$ cat config.mk
export PLATFORM = sky130hd
export DESIGN_NAME = hazard_ctrl_unit
export DESIGN_NICKNAME = d
export VERILOG_FILES = /design/src/rtl/hazard_ctrl_unit.sv
export SDC_FILE = /design/constraint.sdc
export NUM_CORES = 1
export LEC_CHECK = 0
export ABC_AREA = 1
export CORE_ASPECT_RATIO = 2
export CORE_MARGIN = 3
export CORE_UTILIZATION = 45
export DETAILED_ROUTE_END_ITERATION = 10
export PLACE_DENSITY = 0.85
export SETUP_SLACK_MARGIN = 0.4
export SYNTH_ARGS = -nofsm -noshare
export SYNTH_HDL_FRONTEND = slang
export SYNTH_SLANG_ARGS = --single-unit
$ cat constraint.sdc
create_clock -name clk -period 2.36 [get_ports clk]
set_input_delay 0.472 -clock clk [delete_from_list [all_inputs] [get_ports clk]]
set_output_delay 0.472 -clock clk [all_outputs]
set_load 0.01 [all_outputs]
$ cat src/rtl/hazard_ctrl_unit.sv
// hazard_ctrl_unit: pipeline sequencer for the 5-stage MIPS core.
//   Generates the stall/bubble pair for each pipeline register and the PC hold.
//   Resolves data-memory wait, branch redirect, load-use and mult/div hazards, and jump redirect.
//   Tracks mult/div occupancy and keeps saturating stall/flush performance counters.
// Ports:
//   clk, rst                               clock (rising edge), asynchronous active-high reset
//   id_rs, id_rt, id_uses_rs, id_uses_rt   source operands of the ID instruction
//   ex_mem_read, ex_rd                     load flag and destination of the EX instruction
//   ex_branch_taken, id_jump               redirect requests from EX / ID
//   id_md_start, id_md_read                mult/div start and mfhi/mflo in ID
//   dmem_wait                              data memory not ready
//   pc_stall, *_stall, *_bubble            pipeline register controls (combinational)
//   md_busy, md_done                       mult/div occupancy and completion pulse
//   stall_cycles, flush_count              saturating performance counters
module hazard_ctrl_unit #(
    parameter int MD_LATENCY = 32,
    parameter int CNT_W      = 32
) (
    input  logic             clk,
    input  logic             rst,
    input  logic [4:0]       id_rs,
    input  logic [4:0]       id_rt,
    input  logic             id_uses_rs,
    input  logic             id_uses_rt,
    input  logic             ex_mem_read,
    input  logic [4:0]       ex_rd,
    input  logic             ex_branch_taken,
    input  logic             id_jump,
    input  logic             id_md_start,
    input  logic             id_md_read,
    input  logic             dmem_wait,
    output logic             pc_stall,
    output logic             if_id_stall,
    output logic             if_id_bubble,
    output logic             id_ex_stall,
    output logic             id_ex_bubble,
    output logic             ex_mem_stall,
    output logic             ex_mem_bubble,
    output logic             mem_wb_stall,
    output logic             mem_wb_bubble,
    output logic             md_busy,
    output logic             md_done,
    output logic [CNT_W-1:0] stall_cycles,
    output logic [CNT_W-1:0] flush_count
);
    localparam int MD_W = $clog2(MD_LATENCY + 1);
    logic [MD_W-1:0]  md_cnt_q, md_cnt_d;
    logic             md_done_q, md_done_d;
    logic [CNT_W-1:0] stall_q, stall_d, flush_q, flush_d;
    logic             load_use, md_hazard, p1, p2, p3, p4, md_start_ok;
    always_comb begin
        load_use  = ex_mem_read && ex_rd != 5'd0 &&
                    ((id_uses_rs && id_rs == ex_rd) || (id_uses_rt && id_rt == ex_rd));
        md_busy   = md_cnt_q != '0;
        md_hazard = md_busy && (id_md_read || id_md_start);
        // Priority chain; each level is masked by every level above it and by reset.
        p1 = !rst && dmem_wait;
        p2 = !rst && !p1 && ex_branch_taken;
        p3 = !rst && !p1 && !p2 && (load_use || md_hazard);
        p4 = !rst && !p1 && !p2 && !p3 && id_jump;
        pc_stall      = p1 || p3;
        if_id_stall   = p1 || p3;
        if_id_bubble  = p2 || p4;
        id_ex_stall   = p1;
        id_ex_bubble  = p2 || p3;
        ex_mem_stall  = p1;
        ex_mem_bubble = 1'b0;
        mem_wb_stall  = p1;
        mem_wb_bubble = 1'b0;
        // A jump does not block the start; a start while busy is itself a P3 hazard.
        md_start_ok = id_md_start && !p1 && !p2 && !p3;
        // The unit keeps counting through memory wait since it runs independently.
        md_cnt_d  = md_start_ok ? MD_W'(MD_LATENCY) : md_busy ? md_cnt_q - 1'b1 : md_cnt_q;
        md_done_d = md_cnt_q == MD_W'(1);
        stall_d   = (pc_stall && stall_q != '1) ? stall_q + 1'b1 : stall_q;
        flush_d   = ((p2 || p4) && flush_q != '1) ? flush_q + 1'b1 : flush_q;
        md_done      = md_done_q;
        stall_cycles = stall_q;
        flush_count  = flush_q;
    end
    always_ff @(posedge clk or posedge rst) begin
        if (rst) begin
            md_cnt_q  <= '0;
            md_done_q <= 1'b0;
            stall_q   <= '0;
            flush_q   <= '0;
        end else begin
            md_cnt_q  <= md_cnt_d;
            md_done_q <= md_done_d;
            stall_q   <= stall_d;
            flush_q   <= flush_d;
        end
    end
endmodule

==> metrics.csv <==
stage,metric,value,unit
detailed_routing,ant_nets,0,
cells_and_area,finalInstanceArea,0.006609,mm²
global_route,grt_start_max_net_pins,37,
floorplanning,ioPinCount,100,
critical_path,worstPathMaxFanout,3,
placed_design,portBuffers,97,
sta,relSlewSlack,0.6184,
synthesis,ys.flop_type,dfrtp_1,
detailed_routing,num_vias,5211,
global_route,grt_util_all_layers,0.2667,
sta,setup_tns,0,ns
critical_path,reg2reg_slack,0.46,ns
floorplanning,die_w,79.30,µm
synthesis,async_reset_ff_frac,1.000,
critical_path,crit_family,flip-flops,
critical_path,required,1.89,ns
clock_tree,cts_buffers,9,
synthesis,synth-seq-cells,71,
pwr,power_density,592.5,mW/mm²
global_route,grt_pass1_vias,5299,
sta,max_freq,0.5032,GHz
clock_tree,clk_latency,0.34,ns
floorplanning,rows,53,
critical_path,slowest_delay,0.40,ns
floorplanning,coreArea,0.01048,mm²
synthesis,ys_seq_area_frac,0.3674,
sta,finalClockSkew,0.007343,ns
global_route,grt_pass1_wl,25010,µm
sta,rsz0062_at_grt,yes,
critical_path,cp_cell_sequence,inv_2 -> ha_4 -> nand3_4 -> o21ai_4 -> nand3_1 -> nand2_2 -> buf_4,
floorplanning,dieArea,0.01210,mm²
floorplanning,start_util,0.4615,
detailed_routing,first_pass_iters,5,
synthesis,synth.cell_area,0.004836,mm²
floorplanning,dieHeight,152.6,µm
placed_design,dp_cells,936,
synthesis,yosysUniqueCellTypes,31,
sta,drv_slew,0,
detailed_routing,viasPerCell,5.361,
global_route,gr-total-overflow,0,
clock_tree,cts_max_path_buffers,2,
synthesis,synth-edff-count,0,
synthesis,synthCells,704,
clock_tree,ctsHtreeMaxLevel,3,
critical_path,path_class,reg2out,
sta,setup_viol,0,
critical_path,endpoint_kind,output pin,
cells_and_area,regArea,0.001788,mm²
critical_path,critPathBufInv,2,
pwr,vdd_ir_drop_max,0.0005196,V
hold_path,hold_class,in2async,
synthesis,ys_warn_count,0,
critical_path,crit_path_top_delay_cell,dfrtp_1,
synthesis,syn_avg_cell_area,6.869,µm²
global_route,antenna_found_initial,0,
detailed_routing,drc,0,
cells_and_area,fill_cells,950,
sta,worst_pin_slew,0.5712,ns
cells_and_area,multi_input_area,0.002867,mm²
sta,hold_violations,0,
cells_and_area,final_nets,860,
run_status,status,"finished, final reports clean",
clock_tree,tritoncts,built,
detailed_routing,avgRoutedWirePerCell,16.44,µm
flow_run,cap_viol_max_count,0,
clock_tree,clk_pin_slew,0.06,ns
placed_design,hpwl,11800,µm
critical_path,crit_arrival,1.52,ns
sta,post-route-period-util,0.8420,
sta,period_minus_slack,1.987,ns
clock_tree,cts_root_buf,clkbuf_16,
critical_path,cp-start-kind,register,
clock_tree,cts_hold_buffers,0,
clock_tree,clock-sinks,71,
detailed_routing,routed_wl,15980,µm
cells_and_area,area.growth.synth_to_final,36.66,%
sta,layout_setup_ws,0.3728,ns
placed_design,pre_cts_slack,-0.4344,ns
placed_design,gp_congestion,1.054,
cells_and_area,fin_cells,972,
cells_and_area,diodes,0,
pwr,p_leak,3.243,nW
placed_design,placed_area,0.006036,mm²
cells_and_area,layout-drive-gt1-share,0.1497,
detailed_routing,drt_iter0_drc,313,
sequential cells by signal (all words and copies together) (netlist names):
name / count
stall_cycles: 32
md_done: 1
flush_count: 32
md_cnt_q: 6
what timing repair did:
action,4_1_cts,5_1_grt
gates resized for setup,93,51
endpoints found under the hold margin,0,0
pin swaps,16,25
setup buffers,11,8
cloned,0,1
endpoints found under the setup margin,70,72
final cells by class:
cell class | instances | share of cell area
Clock inverter | 7 | 0.01117
Multi-Input combinational cell | 563 | 0.4337
Inverter | 46 | 0.02669
Clock buffer | 9 | 0.03408
Sequential cell | 71 | 0.2705
Timing Repair Buffer | 139 | 0.1978
Tap cell | 137 | 0.02594
metal layers:
layer  part of all wire  GRT usage
met1               0.31     0.2347
met2               0.57     0.5133
met3              0.042    0.03964
met4              0.079     0.1984
met5                  0          0
synthesized netlist by cell type (4+ instances only):
cell        n  area share
nand2_1   274        0.21
nand3_1    83       0.086
dfrtp_1    71        0.37
nor2_1     69       0.054
inv_1      45       0.035
xor2_1     37       0.067
nor3_1     26       0.027
xnor2_1    18       0.033
nand4_1    12       0.016
buf_2       9      0.0093
and3_1      7      0.0091
buf_4       7       0.011
clkbuf_1    6      0.0047
nand3b_1    6      0.0093
ha_1        5       0.013
nand2_2     5      0.0065
nor3b_1     4      0.0062
power by group:
group / switching (mW) / internal, mW
Sequential: 0.149 / 1.33
Clock: 0.569 / 0.818
Combinational: 0.517 / 0.531
Total: 1.23 / 2.68
logic make-up after synthesis:
| family | after synthesis | synth area share |
|---|---|---|
| AND/OR/NAND/NOR | 494 | 0.4432 |
| buffers and inverters | 71 | 0.06753 |
| flip-flops | 71 | 0.3674 |
| XOR/XNOR | 55 | 0.09961 |
| AO/OA/AOI/OAI | 7 | 0.008538 |
| adder cells (fa/ha/maj) | 5 | 0.01294 |
| other | 1 | 0.0007755 |
stage by stage:
step / hold WS (ns) / power, mW / util
3_5_place_dp: 0.5059 / 2.315 / 0.5761
2_1_floorplan: 0.5178 / 1.963 / -
6_report: 0.4851 / 3.916 / 0.6308
3_3_place_gp: 0.4990 / 2.295 / 0.5761
5_1_grt: 0.5233 / 4.104 / 0.6308
4_1_cts: 0.4988 / 3.822 / 0.6148
final timing paths:
path                             startpoint               end  depth (start not counted)
setup / recovery                md_cnt_q[1]      if_id_bubble                          7
hold / removal                          rst       md_cnt_q[1]                          3
setup reg to reg                md_cnt_q[1]   flush_count[30]                         12
hold reg to reg            stall_cycles[28]  stall_cycles[28]                          2
max in group asynchronous               rst  stall_cycles[14]                          4
min in group clk           stall_cycles[28]  stall_cycles[28]                          2
layout by cell type (no fill, tap or decap), types with 18 or more instances in the layout:
cell type,n
buf_4,32
clkdlybuf4s50_1,69
dfrtp_1,62
inv_1,39
nand2_1,268
nand3_1,82
nor2_1,63
nor3_1,23
xnor2_1,18
xor2_1,37
worst register-to-register path: cells and delay by family (launching register included):
kind | cells | cell delay [ns]
flip-flops | 1 | 0.40
AND/OR/NAND/NOR | 6 | 0.56
AO/OA/AOI/OAI | 1 | 0.08
buffers and inverters | 4 | 0.62
adder cells (fa/ha/maj) | 1 | 0.14
Note: power is estimated with default switching activity, not from simulation.
